==> src/rtl/input_debounce_sync.sv <==
// -----------------------------------------------------------------------------
// input_debounce_sync
//   Conditions raw asynchronous switch/pin inputs for the CPU input port
//   register. Every bit goes through a SYNC_STAGES-deep synchroniser. A
//   debounce FSM then requires the whole synchronised word to hold for
//   DEBOUNCE_CYCLES samples before it commits. A commit loads DataOut and
//   pulses Write for one cycle.
//
// Ports
//   Clk      in   system clock, rising edge
//   Rst      in   asynchronous reset, active low
//   RawIn    in   [WIDTH_DATA_LENGTH] raw pins, asynchronous to Clk
//   DataOut  out  [WIDTH_DATA_LENGTH] last committed word (registered)
//   Write    out  one-cycle strobe, high on the cycle DataOut updates
// -----------------------------------------------------------------------------
module input_debounce_sync #(
    parameter int WIDTH_DATA_LENGTH = 8,
    parameter int SYNC_STAGES       = 2,
    parameter int DEBOUNCE_CYCLES   = 16
) (
    input  logic                         Clk,
    input  logic                         Rst,
    input  logic [WIDTH_DATA_LENGTH-1:0] RawIn,
    output logic [WIDTH_DATA_LENGTH-1:0] DataOut,
    output logic                         Write
);

    localparam int W  = WIDTH_DATA_LENGTH;
    localparam int CW = (DEBOUNCE_CYCLES > 1) ? $clog2(DEBOUNCE_CYCLES) : 1;
    localparam logic [CW-1:0] CNT_LAST = CW'(DEBOUNCE_CYCLES - 1);

    localparam logic [1:0] ST_IDLE   = 2'd0;
    localparam logic [1:0] ST_COUNT  = 2'd1;
    localparam logic [1:0] ST_COMMIT = 2'd2;

    // ---------------- synchroniser ----------------
    // Stage 0 is the metastability-exposed flop; only the last stage is used.
    logic [SYNC_STAGES-1:0][W-1:0] sync_q;
    logic [W-1:0]                  sync_out;

    always_ff @(posedge Clk or negedge Rst) begin
        if (!Rst) sync_q <= '0;
        else      sync_q <= {sync_q[SYNC_STAGES-2:0], RawIn};
    end

    assign sync_out = sync_q[SYNC_STAGES-1];

    // ---------------- debounce FSM ----------------
    logic [1:0]    state_q, state_d;
    logic [W-1:0]  cand_q, cand_d;
    logic [W-1:0]  comm_q, comm_d;
    logic [CW-1:0] cnt_q, cnt_d;
    logic          write_q, write_d;

    always_comb begin
        state_d = state_q;
        cand_d  = cand_q;
        comm_d  = comm_q;
        cnt_d   = cnt_q;
        write_d = 1'b0;
        case (state_q)
            ST_IDLE: begin
                if (sync_out != comm_q) begin
                    cand_d  = sync_out;
                    cnt_d   = '0;
                    state_d = ST_COUNT;
                end
            end
            ST_COUNT: begin
                if (sync_out == comm_q) begin
                    // input fell back to the committed word: treat as a glitch
                    state_d = ST_IDLE;
                end else if (sync_out != cand_q) begin
                    // any further change restarts the window with the newest
                    // value, so skewed multi-bit edges commit only once
                    cand_d = sync_out;
                    cnt_d  = '0;
                end else if (cnt_q == CNT_LAST) begin
                    comm_d  = cand_q;
                    write_d = 1'b1;
                    state_d = ST_COMMIT;
                end else begin
                    cnt_d = cnt_q + 1'b1;
                end
            end
            ST_COMMIT: begin
                // one blind cycle keeps Write from ever being high twice in a row
                state_d = ST_IDLE;
            end
            default: state_d = ST_IDLE;
        endcase
    end

    always_ff @(posedge Clk or negedge Rst) begin
        if (!Rst) begin
            state_q <= ST_IDLE;
            cand_q  <= '0;
            comm_q  <= '0;
            cnt_q   <= '0;
            write_q <= 1'b0;
        end else begin
            state_q <= state_d;
            cand_q  <= cand_d;
            comm_q  <= comm_d;
            cnt_q   <= cnt_d;
            write_q <= write_d;
        end
    end

    // The committed register is the output register.
    assign DataOut = comm_q;
    assign Write   = write_q;

endmodule
==> config.mk <==
export PLATFORM = sky130hd
export DESIGN_NAME = input_debounce_sync
export DESIGN_NICKNAME = d
export VERILOG_FILES = /design/src/rtl/input_debounce_sync.sv
export SDC_FILE = /design/constraint.sdc
export NUM_CORES = 1
export LEC_CHECK = 0
export CAP_MARGIN = 20
export CORE_AREA = 2 2 78 80
export CTS_BUF_LIST = sky130_fd_sc_hd__clkbuf_8
export CTS_CLUSTER_SIZE = 24
export DETAILED_ROUTE_END_ITERATION = 10
export DIE_AREA = 0 0 80 82
export GPL_ROUTABILITY_DRIVEN = 0
export GPL_TIMING_DRIVEN = 0
export PLACE_DENSITY = 0.42
export SLEW_MARGIN = 20
export SYNTH_ARGS = -nofsm -noshare
export SYNTH_HDL_FRONTEND = slang
export SYNTH_SLANG_ARGS = --single-unit
export TNS_END_PERCENT = 5
==> constraint.sdc <==
create_clock -name Clk -period 2.6 [get_ports Clk]
set_input_delay 0.26 -clock Clk [delete_from_list [all_inputs] [get_ports Clk]]
set_output_delay 0.26 -clock Clk [all_outputs]
set_load 0.01 [all_outputs]
==> impl_metrics.json <==
{
  "path_clk_slew_ns": 0.07,
  "hold_class": "flop to flop",
  "ys_ff_latch": 39,
  "via_count": 851,
  "fmax_mhz": 469.8,
  "clk-insertion-delay-late_ns": 0.28,
  "port-buffer-count": 18,
  "cap_violations": 0,
  "core_mm2": 0.005746,
  "htreeDepth": 2,
  "cp_max_fo": 8,
  "r2r_slack_ns": 0.47,
  "antenna_found_initial": 0,
  "crit_path_start_kind": "flop",
  "stdcell_count": 206,
  "yosysWarningCount": 0,
  "ant_nets": 0,
  "viasPerCell": 4.131,
  "ys_async_sr_fraction": 1.000,
  "tightestPinTransition_ns": 0.3015,
  "grtUsageMet3": 0.03407,
  "synth_area_leader_cell": "dfrtp_1",
  "drt_pre_antenna_iters": 3,
  "grt_start_max_net_pins": 29,
  "status": "finished, final reports clean",
  "finalClockSkew_ns": 0.006735,
  "die-width_um": 80,
  "syn_nets": 115,
  "cts_setup_buffers": 0,
  "finalSetupViolCount": 0,
  "power_density_mw_per_mm2": 569.7,
  "postLayoutCoreUtil": 0.3362,
  "drv_slew": 0,
  "finalSetupTns_ns": 0,
  "cts_sinks": 39,
  "cp_num_cells": 6,
  "drt_iter0_markers": 40,
  "fillers": 595,
  "crit_type": "flop to flop",
  "die-area_mm2": 0.006560,
  "grt_pass1_wl_um": 4409,
  "maxSlewHeadroom": 0.7971,
  "clockBufferDepth": 2,
  "fin_crit_sh": 0.8187,
  "synth.cell_area_mm2": 0.001545,
  "drt_wl_total_um": 2611,
  "power.leakage_nw": 0.9080,
  "drc": 0,
  "grt_setup_unrepaired": "no",
  "worstHoldPathCells": 0,
  "slowest_delay_ns": 0.47,
  "grt_overflow": 0,
  "ios": 19,
  "place_inst": 198,
  "cts_resized": 0,
  "use_met1": 0.1135,
  "pre_cts_ws_ns": 0.4609,
  "met2_usage": 0.1442,
  "grt.busiest_layer": "met2",
  "synth_area_per_cell_um2": 14.86,
  "cp_num_buf_inv": 1,
  "cts_buffers": 5,
  "syn_inst": 104,
  "post-route-min-period_ns": 2.129,
  "start_util": 0.2689,
  "critPathArrivalTime_ns": 2.30,
  "ys.flop_type": "dfrtp_1",
  "die_y_um": 82,
  "crit_chain": "xnor2_1, nand3_1, or3_1, or3_4, buf_6, mux2_4",
  "cp_top_family": "simple AND/OR/NAND/NOR gates",
  "ys_types": 25,
  "ys_seq_area_frac": 0.6316,
  "cts_tree": "done",
  "cp-end-kind": "flop",
  "drive_above_1_share": 0.2366,
  "yosys-top-cells-area": "dfrtp_1, mux2_4, mux2_2",
  "nets": 142,
  "ir_drop_mv": 0.2447,
  "r2r_cells": 6,
  "wl_per_cell_um": 12.67,
  "grtUsageTotal": 0.09191,
  "crit_slowest_cell": "or3_1",
  "rows": 28,
  "critPathRequiredTime_ns": 2.77,
  "root_buffer": "clkbuf_8",
  "n_antenna_cell": 0,
  "hold_violations": 0,
  "whs_ns": 0.3478,
  "grt_pass1_vias": 896,
  "yosysTopAreaCellShare": 0.6316,
  "hpwl_um": 1901,
  "syn_to_final_growth_pct": 25.02,
  "synth_edf_count": 0,
  "fin_ws_ns": 0.4714
}
registers in the layout, indices dropped and copies added (netlist names):
| register | count |
|---|---|
| sync_q | 8 |
| cnt_q | 4 |
| state_q | 2 |
| Write | 1 |
| DataOut | 8 |
| cand_q | 8 |
| sync_out | 8 |
logic make-up after synthesis:
logic type,after synthesis,synth area share
xor+xnor,16,0.09069
buf+inv,5,0.02267
simple gates,21,0.07451
compound gates,4,0.02187
mux,18,0.1506
fa+ha+maj,1,0.008096
flops,39,0.6316
final timing paths:
| kind | start | endpoint |
|---|---|---|
| min reg2reg | sync_q[5] | sync_out[5] |
| min in group asynchronous | Rst | DataOut[3] |
| max in group asynchronous | Rst | cand_q[2] |
| max | sync_out[6] | DataOut[2] |
| max reg2reg | sync_out[6] | DataOut[2] |
| min | sync_q[5] | sync_out[5] |
per-stage QoR:
step                power (mW)  cell area (um2)
floorplan               0.6749             1545
global placement        0.7079             1819
detailed placement      0.7120             1834
CTS                      1.126             1932
global route             1.165             1932
finish                   1.101             1932
cells in the final DEF, fill, tap and decap left out:
| cell type | count |
|---|---|
| a31oi_1 | 1 |
| a41o_1 | 1 |
| and3_1 | 1 |
| buf_12 | 1 |
| buf_2 | 2 |
| buf_6 | 2 |
| clkbuf_8 | 6 |
| clkdlybuf4s50_1 | 17 |
| clkinv_2 | 1 |
| dfrtp_1 | 39 |
| dlygate4sd3_1 | 1 |
| ha_1 | 1 |
| inv_1 | 2 |
| mux2_2 | 10 |
| mux2_4 | 8 |
| nand2_1 | 2 |
| nand2b_1 | 1 |
| nand3_1 | 2 |
| nand4_1 | 1 |
| nor2_1 | 6 |
| nor2b_1 | 2 |
| nor3_1 | 1 |
| nor3b_1 | 1 |
| nor4_1 | 1 |
| o22a_1 | 2 |
| or3_1 | 1 |
| or3_4 | 1 |
| or4_1 | 1 |
| xnor2_1 | 10 |
| xor2_1 | 6 |
synth_stat cells (all sizes together) (2+ instances only):
master and instances:
buf 3, dfrtp 39, inv 2, mux2 18, nand2 2, nand3 2
nor2 6, nor2b 2, o22a 2, or3 2, xnor2 10, xor2 6
metal layers:
| metal | share of wire | vias to the layer above |
|---|---|---|
| li1 | - | 405 |
| met1 | 0.44 | 425 |
| met2 | 0.50 | 15 |
| met3 | 0.040 | 6 |
| met4 | 0.019 | 0 |
| met5 | 0 | - |
timing repair:
item / CTS / global route
hold endpoints to repair: 11 / 0
hold buffers: 1 / 0
setup endpoints to repair: 0 / 0
layout make-up:
class / instances / area (um2) / area share
plain buffers: 3 / 27.53 / 0.01425
clock buffers: 6 / 82.58 / 0.04275
clock inverters: 1 / 5.005 / 0.002591
flip-flops and latches: 39 / 975.9 / 0.5052
inverters: 2 / 7.507 / 0.003886
multi-input cells: 60 / 534.3 / 0.2766
well taps: 75 / 93.84 / 0.04858
repair buffers: 20 / 205.2 / 0.1062
power breakdown:
group	total, mW	switching (mW)	internal (mW)
logic	0.0578	0.0244	0.0334
registers	0.640	0.0143	0.626
clock network	0.402	0.195	0.208
Note: power is estimated with default switching activity, not from simulation.
